[src/rtl/hydra_sram_pkg.sv]
// Shared types and sizes for the packet SRAM read path.
// State codes are plain constants so older tools and netlists can consume them.
package hydra_sram_pkg;

  localparam int SRAM_ADDR_WIDTH = 14;
  localparam int SRAM_DATA_WIDTH = 16;
  localparam int SRAM_DEPTH      = 16384;

  typedef logic [1:0] rd_state_t;
  localparam rd_state_t IDLE  = 2'd0;
  localparam rd_state_t READ  = 2'd1;
  localparam rd_state_t DRAIN = 2'd2;

  typedef struct packed {
    logic [SRAM_DATA_WIDTH-1:0] data;
    logic                       last;
  } rd_beat_t;

endpackage

[src/rtl/sram_read_streamer_if.sv]
// Request, SRAM read port and output stream of the read streamer.
// The streamer uses "slave"; the requester/SRAM/sink side uses "master".
interface sram_read_streamer_if
  import hydra_sram_pkg::*;
#(
  parameter int ADDR_WIDTH = SRAM_ADDR_WIDTH,
  parameter int DATA_WIDTH = SRAM_DATA_WIDTH,
  parameter int LEN_WIDTH  = 8
);
  logic                  req_valid;
  logic                  req_ready;
  logic [ADDR_WIDTH-1:0] req_addr;
  logic [LEN_WIDTH-1:0]  req_len;
  logic                  rd_en;
  logic [ADDR_WIDTH-1:0] rd_addr;
  logic [DATA_WIDTH-1:0] rd_data;
  logic                  out_valid;
  logic                  out_ready;
  logic [DATA_WIDTH-1:0] out_data;
  logic                  out_last;
  logic                  busy;
  logic                  done;

  modport slave (
    input  req_valid, req_addr, req_len, rd_data, out_ready,
    output req_ready, rd_en, rd_addr, out_valid, out_data, out_last, busy, done
  );

  modport master (
    output req_valid, req_addr, req_len, rd_data, out_ready,
    input  req_ready, rd_en, rd_addr, out_valid, out_data, out_last, busy, done
  );

endinterface

[src/rtl/sram_rd_skid_fifo.sv]
// Two-entry shifting register FIFO; entry0 is always the head.
// Callers never push when full or pop when empty.
module sram_rd_skid_fifo
  import hydra_sram_pkg::*;
(
  input  logic       clk,
  input  logic       rst,
  input  logic       push,
  input  rd_beat_t   push_beat,
  input  logic       pop,
  output logic [1:0] count,
  output rd_beat_t   head
);

  rd_beat_t entry0;
  rd_beat_t entry1;

  always_ff @(posedge clk) begin
    if (rst) begin
      count  <= 2'd0;
      entry0 <= '0;
      entry1 <= '0;
    end else begin
      case ({push, pop})
        2'b10: begin
          if (count == 2'd0) entry0 <= push_beat;
          else               entry1 <= push_beat;
          count <= count + 2'd1;
        end
        2'b01: begin
          entry0 <= entry1;
          count  <= count - 2'd1;
        end
        2'b11: begin
          // Simultaneous push/pop keeps the count; the new word lands behind the survivor.
          if (count == 2'd1) begin
            entry0 <= push_beat;
          end else begin
            entry0 <= entry1;
            entry1 <= push_beat;
          end
        end
        default: begin
          count <= count;
        end
      endcase
    end
  end

  assign head = entry0;

endmodule

[src/rtl/sram_read_streamer.sv]
// Burst reader for the packet SRAM: issues sequential reads and streams the
// 1-cycle-latency read data out through a 2-entry skid FIFO with last marking.
module sram_read_streamer
  import hydra_sram_pkg::*;
#(
  parameter int ADDR_WIDTH = SRAM_ADDR_WIDTH,
  parameter int DATA_WIDTH = SRAM_DATA_WIDTH,
  parameter int DATA_DEPTH = SRAM_DEPTH,
  parameter int LEN_WIDTH  = 8
)
(
  input logic clk,
  input logic rst,
  sram_read_streamer_if.slave bus
);

  rd_state_t             state;
  logic [ADDR_WIDTH-1:0] addr;
  logic [ADDR_WIDTH-1:0] addr_next;
  logic [LEN_WIDTH-1:0]  remaining;
  logic                  rd_pending;
  logic                  pending_last;
  logic                  zero_done;
  logic [1:0]            fifo_count;
  rd_beat_t              head;
  rd_beat_t              push_beat;
  logic                  pop;
  logic                  issue;
  logic                  last_pop;
  logic [2:0]            credit;

  // Credit counts words buffered or in flight after this cycle's pop.
  always_comb begin
    pop       = (fifo_count != 2'd0) && bus.out_ready;
    credit    = {1'b0, fifo_count} + {2'b00, rd_pending} - {2'b00, pop};
    issue     = (state == READ) && (credit < 3'd2) && !rst;
    last_pop  = (state == DRAIN) && pop && head.last;
    addr_next = (addr == ADDR_WIDTH'(DATA_DEPTH - 1)) ? '0 : addr + ADDR_WIDTH'(1);
  end

  always_ff @(posedge clk) begin
    if (rst) begin
      state        <= IDLE;
      addr         <= '0;
      remaining    <= '0;
      rd_pending   <= 1'b0;
      pending_last <= 1'b0;
      zero_done    <= 1'b0;
    end else begin
      rd_pending   <= issue;
      pending_last <= issue && (remaining == LEN_WIDTH'(1));
      zero_done    <= 1'b0;
      case (state)
        IDLE: begin
          if (bus.req_valid) begin
            if (bus.req_len == '0) begin
              zero_done <= 1'b1;
            end else begin
              addr      <= bus.req_addr;
              remaining <= bus.req_len;
              state     <= READ;
            end
          end
        end
        READ: begin
          if (issue) begin
            addr      <= addr_next;
            remaining <= remaining - LEN_WIDTH'(1);
            if (remaining == LEN_WIDTH'(1)) state <= DRAIN;
          end
        end
        DRAIN: begin
          if (last_pop) state <= IDLE;
        end
        default: begin
          state <= IDLE;
        end
      endcase
    end
  end

  assign push_beat = {SRAM_DATA_WIDTH'(bus.rd_data), pending_last};

  sram_rd_skid_fifo u_fifo (
    .clk       (clk),
    .rst       (rst),
    .push      (rd_pending),
    .push_beat (push_beat),
    .pop       (pop),
    .count     (fifo_count),
    .head      (head)
  );

  assign bus.req_ready = (state == IDLE);
  assign bus.rd_en     = issue;
  assign bus.rd_addr   = addr;
  assign bus.out_valid = (fifo_count != 2'd0);
  assign bus.out_data  = DATA_WIDTH'(head.data);
  assign bus.out_last  = head.last;
  assign bus.busy      = (state != IDLE);
  assign bus.done      = (zero_done || last_pop) && !rst;

endmodule
[src/flat_wrapper.sv]
// flat-port wrapper written by rule: the top's interface ports become plain ports
module sram_read_streamer_flat import hydra_sram_pkg::*;
#(
  parameter int ADDR_WIDTH = SRAM_ADDR_WIDTH,
  parameter int DATA_WIDTH = SRAM_DATA_WIDTH,
  parameter int DATA_DEPTH = SRAM_DEPTH,
  parameter int LEN_WIDTH  = 8
)
  (clk, rst, bus_req_valid, bus_req_addr, bus_req_len, bus_rd_data, bus_out_ready, bus_req_ready, bus_rd_en, bus_rd_addr, bus_out_valid, bus_out_data, bus_out_last, bus_busy, bus_done);
  sram_read_streamer_if #(.ADDR_WIDTH(ADDR_WIDTH), .DATA_WIDTH(DATA_WIDTH), .LEN_WIDTH(LEN_WIDTH)) bus_i ();
  input logic clk;
  input logic rst;
  input wire logic [$bits(bus_i.req_valid)-1:0] bus_req_valid;
  input wire logic [$bits(bus_i.req_addr)-1:0] bus_req_addr;
  input wire logic [$bits(bus_i.req_len)-1:0] bus_req_len;
  input wire logic [$bits(bus_i.rd_data)-1:0] bus_rd_data;
  input wire logic [$bits(bus_i.out_ready)-1:0] bus_out_ready;
  output wire logic [$bits(bus_i.req_ready)-1:0] bus_req_ready;
  output wire logic [$bits(bus_i.rd_en)-1:0] bus_rd_en;
  output wire logic [$bits(bus_i.rd_addr)-1:0] bus_rd_addr;
  output wire logic [$bits(bus_i.out_valid)-1:0] bus_out_valid;
  output wire logic [$bits(bus_i.out_data)-1:0] bus_out_data;
  output wire logic [$bits(bus_i.out_last)-1:0] bus_out_last;
  output wire logic [$bits(bus_i.busy)-1:0] bus_busy;
  output wire logic [$bits(bus_i.done)-1:0] bus_done;
  assign bus_i.req_valid = bus_req_valid;
  assign bus_i.req_addr = bus_req_addr;
  assign bus_i.req_len = bus_req_len;
  assign bus_i.rd_data = bus_rd_data;
  assign bus_i.out_ready = bus_out_ready;
  assign bus_req_ready = bus_i.req_ready;
  assign bus_rd_en = bus_i.rd_en;
  assign bus_rd_addr = bus_i.rd_addr;
  assign bus_out_valid = bus_i.out_valid;
  assign bus_out_data = bus_i.out_data;
  assign bus_out_last = bus_i.out_last;
  assign bus_busy = bus_i.busy;
  assign bus_done = bus_i.done;
  sram_read_streamer #(.ADDR_WIDTH(ADDR_WIDTH), .DATA_WIDTH(DATA_WIDTH), .DATA_DEPTH(DATA_DEPTH), .LEN_WIDTH(LEN_WIDTH)) u_core (.clk(clk), .rst(rst), .bus(bus_i));
endmodule
[config.mk]
export PLATFORM = sky130hd
export DESIGN_NAME = sram_read_streamer_flat
export DESIGN_NICKNAME = d
export VERILOG_FILES = /design/src/rtl/hydra_sram_pkg.sv /design/src/rtl/sram_read_streamer_if.sv /design/src/rtl/sram_rd_skid_fifo.sv /design/src/rtl/sram_read_streamer.sv /design/src/flat_wrapper.sv
export SDC_FILE = /design/constraint.sdc
export NUM_CORES = 1
export LEC_CHECK = 0
export BUFFER_PORTS_ARGS = -buffer_cell sky130_fd_sc_hd__buf_2
export CAP_MARGIN = 5
export CORE_AREA = 5 5 80 82
export CTS_BUF_LIST = sky130_fd_sc_hd__clkbuf_2 sky130_fd_sc_hd__clkbuf_4 sky130_fd_sc_hd__clkbuf_8
export DETAILED_ROUTE_END_ITERATION = 8
export DIE_AREA = 0 0 85 87
export PLACE_DENSITY = 0.85
export SLEW_MARGIN = 20
export SYNTH_ARGS = -nofsm -noshare
export SYNTH_HDL_FRONTEND = slang
export SYNTH_SLANG_ARGS = --single-unit
[constraint.sdc]
create_clock -name clk -period 4.5 [get_ports clk]
set_clock_uncertainty 0.05 [all_clocks]
set_input_delay 0.225 -clock clk [delete_from_list [all_inputs] [get_ports clk]]
set_output_delay 0.225 -clock clk [all_outputs]
set_load 0.01 [all_outputs]
==> metrics.md, run 1 <==
| Metric | Value |
|---|---|
| Run status | `complete, no violations` |
| R2R Setup Slk | `1290 ps` |
| Hold-fix buffers, CTS | `0` |
| Total CTS buffers | `9` |
| Cells after synthesis | `374` |
| Mux contribution to synthesized area | `5.70%` |
| Final period utilization | `71.3%` |
| Vias in the first global route | `2840` |
| Final Hold Fails | `0` |
| Worst Setup Slack, final | `1290 ps` |
| CTS tree | `built` |
| Post-Syn Area | `0.00316 sq mm` |
| Post-CTS setup buffers | `0` |
| Synth Area in XOR/XNOR | `0.831%` |
| Slew headroom | `57.1%` |
| Core Util, Final | `65.9%` |
| Gates resized, CTS repair | `0` |
| First-pass GRT wire length | `13600 microns` |
| Cell taking the most area after synthesis | `dfxtp_1` |
| Max-cap check violation count | `0` |
| CP arrival | `3430 ps` |
| Compound-Gate Fraction of Synth Area | `24.2%` |
| Initial Utilization | `55.7%` |
| Clock tree buffer depth | `2` |
| HP Start | `bus_req_addr[5]` |
| Crit Path Class | `reg -> reg` |
| Final Power | `1.93 mW` |
| Root buf cell | `clkbuf_8` |
| Achievable Freq | `0.312 GHz` |
| Post-synth EDFFs | `0` |
| Met2 Use GR | `37.2%` |
| Worst-path maximum fanout | `20` |
| Synth async-reset ratio | `0%` |
| RR Endpoint | `u_core.remaining[0]` |
| Max Slew Vio Count | `0` |
| Post-Route WL | `7830 microns` |
| Area of the multi-input gates | `0.00172 sq mm` |
| Placed cell area | `0.00356 sq mm` |
| Worst-skew pair later-pin latency | `350 ps` |
| Global routing usage on met3 | `6.24%` |
| Prevailing post-synth register cell | `dfxtp_1` |
| Setup_tns | `0 ps` |
| # setup viols final | `0` |
| Fin nets | `494` |
| Post-synth top cells | `dfxtp_1 (63), nor2_1 (56), nand2_1 (28)` |
| Syn_nets | `425` |
| Largest family of logic cells by synthesized area | `compound AO/OA/AOI/OAI gates` |
| R2r startpoint | `u_core.u_fifo.count[1]` |
| Clock Sink Count | `63` |
| Top cells by area, synth | `dfxtp_1 (40%), nor2_1 (6.6%), mux2i_1 (5.7%)` |
| Largest net degree at the start of global routing | `64` |
| # fillers | `488` |
| DR WL/cell | `15.0 microns` |
| Initial drt markers | `235` |
| Adder-cell share of the synthesized area | `3.80%` |
| RSZ-0062 raised after global routing | `no` |
| Antenna Nets Post-Route | `0` |
| Number of cell rows | `28` |
| Vias | `3046` |
| Crit. End Element | `flip-flop` |
| Post-synthesis cell type count | `56` |
| Clk slew on worst S/H paths | `80 ps` |
| Final instance area | `0.00374 sq mm` |
| Synth Area in Simple Gates | `19.8%` |
| Antenna diode count | `0` |
| Storage element area | `0.00126 sq mm` |
| DRC | `0` |
| Worst min path class | `in -> reg` |
| Final min period | `3210 ps` |
| Power Density | `515 mW/mm^2` |
| Die height | `87 microns` |
| Register area share after synthesis | `39.9%` |
| I/O pins | `78` |
| Initial antenna violation count | `0` |
| TritonRoute pass-1 iters | `4` |
| H-Tree Depth | `3` |
| Worst Max-Slew Pin Slew | `637 ps` |
| Synth warn | `0` |
| Most used routing layer | `met2` |
| Lkg Pwr | `1.55 nW` |
| Die area | `0.00740 sq mm` |
| Fin Hold WS | `80.4 ps` |
| Crit path required time | `4720 ps` |
| P&R area growth vs syn | `18.3%` |
| Cell with the most instances after synthesis | `dfxtp_1` |
| Finished Layout Cells | `523` |
| Worst r2r path cells | `11` |
| Layout cells sized above 1 | `24.8%` |
| GR met1 Demand/Resource | `28.2%` |
| Port bufs | `77` |
| Core Region | `0.00568 sq mm` |
| CP Launch Type | `flip-flop` |
| Vias per inst | `5.82` |
| GRT Residual Overflow | `0` |
| Peak VDD IR | `0.342 mV` |
| Hold Path Sink | `u_core.bus.rd_addr[5]` |
| Hold Path Depth | `3` |
| Die width | `85 microns` |
| Routability Congestion | `0.882` |
| Top cell type's share of synthesized area | `39.9%` |
| Placed instance count | `507` |
| Dpl hpwl | `5520 microns` |
| Global Route Usage Sum | `22.7%` |
| Setup WS pre-CTS | `1300 ps` |
| FF+latch count, synth | `63` |
| Synthesized area per cell | `8.46 sq um` |
## power breakdown
part | internal [mW] | switching [mW]
clock network | 0.217 | 0.236
logic | 0.289 | 0.397
registers | 0.691 | 0.0971
total | 1.20 | 0.730
## how the worst max path moves through the flow
| stage | startpoint | endpoint | cells past startpoint |
|---|---|---|---|
| floorplan | u_core.u_fifo.count[1] | u_core.bus.rd_addr[12] | 13 |
| finish | u_core.u_fifo.count[1] | u_core.remaining[0] | 11 |
| CTS | u_core.u_fifo.count[1] | bus_rd_en | 9 |
| global placement | u_core.u_fifo.count[1] | u_core.remaining[0] | 11 |
| detailed placement | u_core.u_fifo.count[1] | u_core.remaining[0] | 11 |
| global route | u_core.u_fifo.count[1] | u_core.bus.rd_addr[9] | 11 |
## critical path, cell delays in order (launching register included)
cell and delay, ps:
dfxtp_1 390, inv_1 100, ha_1 220, nor2b_1 330
ha_1 350, nand2b_1 180, fa_1 380, xnor2_1 180
and4_4 300, or2_4 290, o21ai_2 100, a221oi_2 260
## cell type report
class / count / area share [%]
Multi-Input combinational cell: 272 / 46.0
Timing Repair Buffer: 83 / 11.5
Sequential cell: 63 / 33.7
Inverter: 14 / 1.40
Clock inverter: 6 / 1.17
Tap cell: 75 / 2.51
Clock buffer: 10 / 3.68
## routing by layer
layer,routed length (microns),vias to the layer above
li1,-,1512
met1,3230,1410
met2,3910,104
met3,523,20
met4,173,0
met5,0,-
## layout by cell type, fill, tap and decap left out, drive strengths merged, types with 2 or more instances in the layout
master    n
a21o      4
nor3     12
clkbuf   10
ha        8
nor4      7
o31ai     3
or4       2
and4      2
nor2b     4
xor2      2
o32ai     2
mux2i    18
a41o      2
a32oi     2
a211oi   21
o41ai     2
nand4     4
a31oi     2
nand3     7
o2bb2ai   3
a22oi    19
a21oi    23
clkinv    3
buf      83
inv      16
nand2    28
o21ai    15
nor2     57
or3       2
o22ai     3
dfxtp    63
or2       3
## state kept, by name, indices dropped and copies added (netlist names)
signal,cells
u_core.zero_done,1
u_core.state,2
u_core.u_fifo.head,17
u_core.u_fifo.entry1,17
u_core.bus.rd_addr,14
u_core.rd_pending,1
u_core.pending_last,1
u_core.u_fifo.count,2
u_core.remaining,8
## cells by family after synthesis
family	count (synthesis)
AND/OR/NAND/NOR	133
flip-flops	63
buffers and inverters	39
multiplexers	18
adder cells (fa/ha/maj)	9
AO/OA/AOI/OAI	109
XOR/XNOR	3
Note: power is estimated with default switching activity, not from simulation.
==> run 2, diff against run 1 <==
--- a/config.mk
+++ b/config.mk
@@ -7,11 +7,11 @@
 export LEC_CHECK = 0
 export BUFFER_PORTS_ARGS = -buffer_cell sky130_fd_sc_hd__buf_2
 export CAP_MARGIN = 5
-export CORE_AREA = 5 5 80 82
+export CORE_AREA = 5 5 82 84
 export CTS_BUF_LIST = sky130_fd_sc_hd__clkbuf_2 sky130_fd_sc_hd__clkbuf_4 sky130_fd_sc_hd__clkbuf_8
 export DETAILED_ROUTE_END_ITERATION = 8
-export DIE_AREA = 0 0 85 87
-export PLACE_DENSITY = 0.85
+export DIE_AREA = 0 0 87 89
+export PLACE_DENSITY = 0.81
 export SLEW_MARGIN = 20
 export SYNTH_ARGS = -nofsm -noshare
 export SYNTH_HDL_FRONTEND = slang
==> constraint.sdc (replaced) <==
create_clock -name clk -period 3.3 [get_ports clk]
set_clock_uncertainty 0.05 [all_clocks]
set_input_delay 0.165 -clock clk [delete_from_list [all_inputs] [get_ports clk]]
set_output_delay 0.165 -clock clk [all_outputs]
set_load 0.01 [all_outputs]
==> run 2 against run 1 <==
Register-to-register slack got worse by 1000 ps; sequential power is 36% higher; maximum frequency is 4.9% higher; via count grew 0.79%; cell area grew 1.9%; final cell count up 0.38%; non-clock buffer count up 2; first-iteration DRC count increased by 1.3%; critical endpoint is now u_core.bus.rd_addr[3]; largest cell class unchanged.
==> metrics.md, run 2 (same netlist as run 1, synthesis figures left out) <==
| Metric | Value |
|---|---|
| Fin nets | `496 (+0.40%)` |
| GRT Residual Overflow | `0 (unchanged)` |
| CP Cell Sequence | `inv_1, ha_1, nor2b_1, ha_1, nand2b_1, fa_1, xnor2_1, and4_4, or2_4, nand2_1, o221ai_1` |
| Clk slew on worst S/H paths | `80 ps (about the same)` |
| RSZ-0062 raised after global routing | `no` |
| Core Util, Final | `65.2% (-0.73 points)` |
| Peak VDD IR | `0.409 mV (+20%)` |
| Dpl hpwl | `5520 microns (about the same)` |
| Initial drt markers | `238 (+1.3%)` |
| I/O pins | `78 (unchanged)` |
| Layout cells sized above 1 | `25.1% (+0.33 points)` |
| Worst Max-Slew Pin Slew | `868 ps (+231 ps)` |
| Root buf cell | `clkbuf_8` |
| Most frequent cells in the layout | `buf_2 (77), dfxtp_1 (63), nor2_1 (56)` |
| Post-Route WL | `7890 microns (+0.73%)` |
| Core Region | `0.00585 sq mm (+3.1%)` |
| Largest net degree at the start of global routing | `63 (-1.6%)` |
| Crit Path Class | `reg -> reg` |
| Hold-fix buffers, CTS | `0 (unchanged)` |
| H-Tree Depth | `3 (unchanged)` |
| Die width | `87 microns (+2.4%)` |
| Lkg Pwr | `1.58 nW (+2.0%)` |
| Worst min path class | `in -> reg` |
| Worst-skew pair later-pin latency | `340 ps (about the same)` |
| P&R area growth vs syn | `20.6%` |
| Max Slew Vio Count | `0 (unchanged)` |
| Total CTS buffers | `9 (unchanged)` |
| Vias in the first global route | `2946 (+3.7%)` |
| Die height | `89 microns (+2.3%)` |
| Clock Sink Count | `63 (unchanged)` |
| Max-cap check violation count | `0 (unchanged)` |
| # setup viols final | `0 (unchanged)` |
| Port bufs | `77 (unchanged)` |
| Final min period | `3060 ps (-150 ps)` |
| DR WL/cell | `15.0 microns (+0.34%)` |
| Initial Utilization | `54.1% (-1.7 points)` |
| Storage element area | `0.00126 sq mm (unchanged)` |
| Slowest CP cell | `dfxtp_1` |
| Cell mode on critical path | `ha_1` |
| CTS tree | `built` |
| Routability Congestion | `0.871 (-1.3%)` |
| CP arrival | `3270 ps (-160 ps)` |
| TritonRoute pass-1 iters | `7 (+3)` |
| Area of the multi-input gates | `0.00172 sq mm (unchanged)` |
| Die area | `0.00774 sq mm (+4.7%)` |
| Initial antenna violation count | `0 (unchanged)` |
| Commonest non-fill, non-tap cell in the layout | `buf_2` |
| Peak per-stage delay on the critical path | `400 ps (about the same)` |
| # fillers | `479 (-1.8%)` |
| Slew headroom | `42.1% (-15 points)` |
| Achievable Freq | `0.327 GHz (+4.9%)` |
| Crit. End Element | `flip-flop` |
| First-pass GRT wire length | `13600 microns (-0.26%)` |
| Run status | `complete, no violations` |
| CP Launch Type | `flip-flop` |
| Top delay family on crit path | `simple AND/OR/NAND/NOR gates` |
| Antenna Nets Post-Route | `0 (unchanged)` |
| Antenna diode count | `0 (unchanged)` |
| DRC | `0 (unchanged)` |
| Crit path required time | `3510 ps (-1210 ps)` |
| Final Hold Fails | `0 (unchanged)` |
| Power Density | `733 mW/mm^2 (+42%)` |
| Vias | `3070 (+0.79%)` |
| WP buf/inv | `1 (unchanged)` |
| Final period utilization | `92.7% (+21 points)` |
| Gates resized, CTS repair | `0 (unchanged)` |
| Vias per inst | `5.85 (+0.40%)` |
| Number of cell rows | `28 (unchanged)` |
| Clock tree buffer depth | `2 (unchanged)` |
| Worst-path maximum fanout | `20 (unchanged)` |
| Setup_tns | `0 ps (unchanged)` |
| Post-CTS setup buffers | `0 (unchanged)` |
| Global Route Usage Sum | `21.6% (-1.0 points)` |
==> run 2: cell types whose count changed in the layout (fill, tap and decap cells not counted), sizes merged <==
| cell | before | now |
|---|---|---|
| buf | 83 | 85 |
| clkbuf | 10 | 9 |
| clkinv | 3 | 1 |
| inv | 16 | 17 |
| bufinv | 0 | 2 |
==> run 2: routing by layer <==
layer	part of all wire, %	global-route usage [%]
met3	6.5	4.52
met1	43	28.0
met4	1.5	9.63
met2	49	34.9
met5	0	0
==> run 2: where the power goes <==
part           total, mW  internal, mW  switching [mW]
Sequential          1.07         0.941           0.127
Combinational      0.955         0.409           0.546
Clock              0.774         0.434           0.340
==> run 2: final cells by class <==
class	count	area share [%]
clock buffers	9	3.25
clock inverters	7	2.69
inverters	14	1.38
multi-input cells	272	45.1
flip-flops and latches	63	33.1
well taps	75	2.46
repair buffers	85	12.0
==> run 2: tightest hold or removal path: cells and delay by family <==
family                 cells  cell delay [ps]
buffers and inverters      1               90
and+or+nand+nor            1               70
muxes                      1               60
==> run 2: through the flow <==
step / instances / worst slack, ps / cell area (sq um) / total power, mW / hold slack [ps]
3_3_place_gp: 509 / 434 / 3590 / 2.00 / 370
3_5_place_dp: 509 / 281 / 3590 / 2.03 / 375
2_1_floorplan: 374 / 294 / 3160 / 1.73 / 262
4_1_cts: 525 / 236 / 3810 / 2.81 / 6.19
5_1_grt: 525 / 28.2 / 3810 / 2.97 / 27.3
6_report: 525 / 242 / 3810 / 2.80 / 18.2
==> run 2: worst paths after layout <==
path / from / end / slack (ps) / cells after the start
worst max-delay path: u_core.u_fifo.count[1] / u_core.bus.rd_addr[3] / 240 / 11
worst max register to register: u_core.u_fifo.count[1] / u_core.bus.rd_addr[3] / 240 / 11
worst min-delay path: bus_rd_data[9] / u_core.u_fifo.entry1[10] / 20 / 3
worst min register to register: u_core.remaining[7] / u_core.remaining[7] / 430 / 2
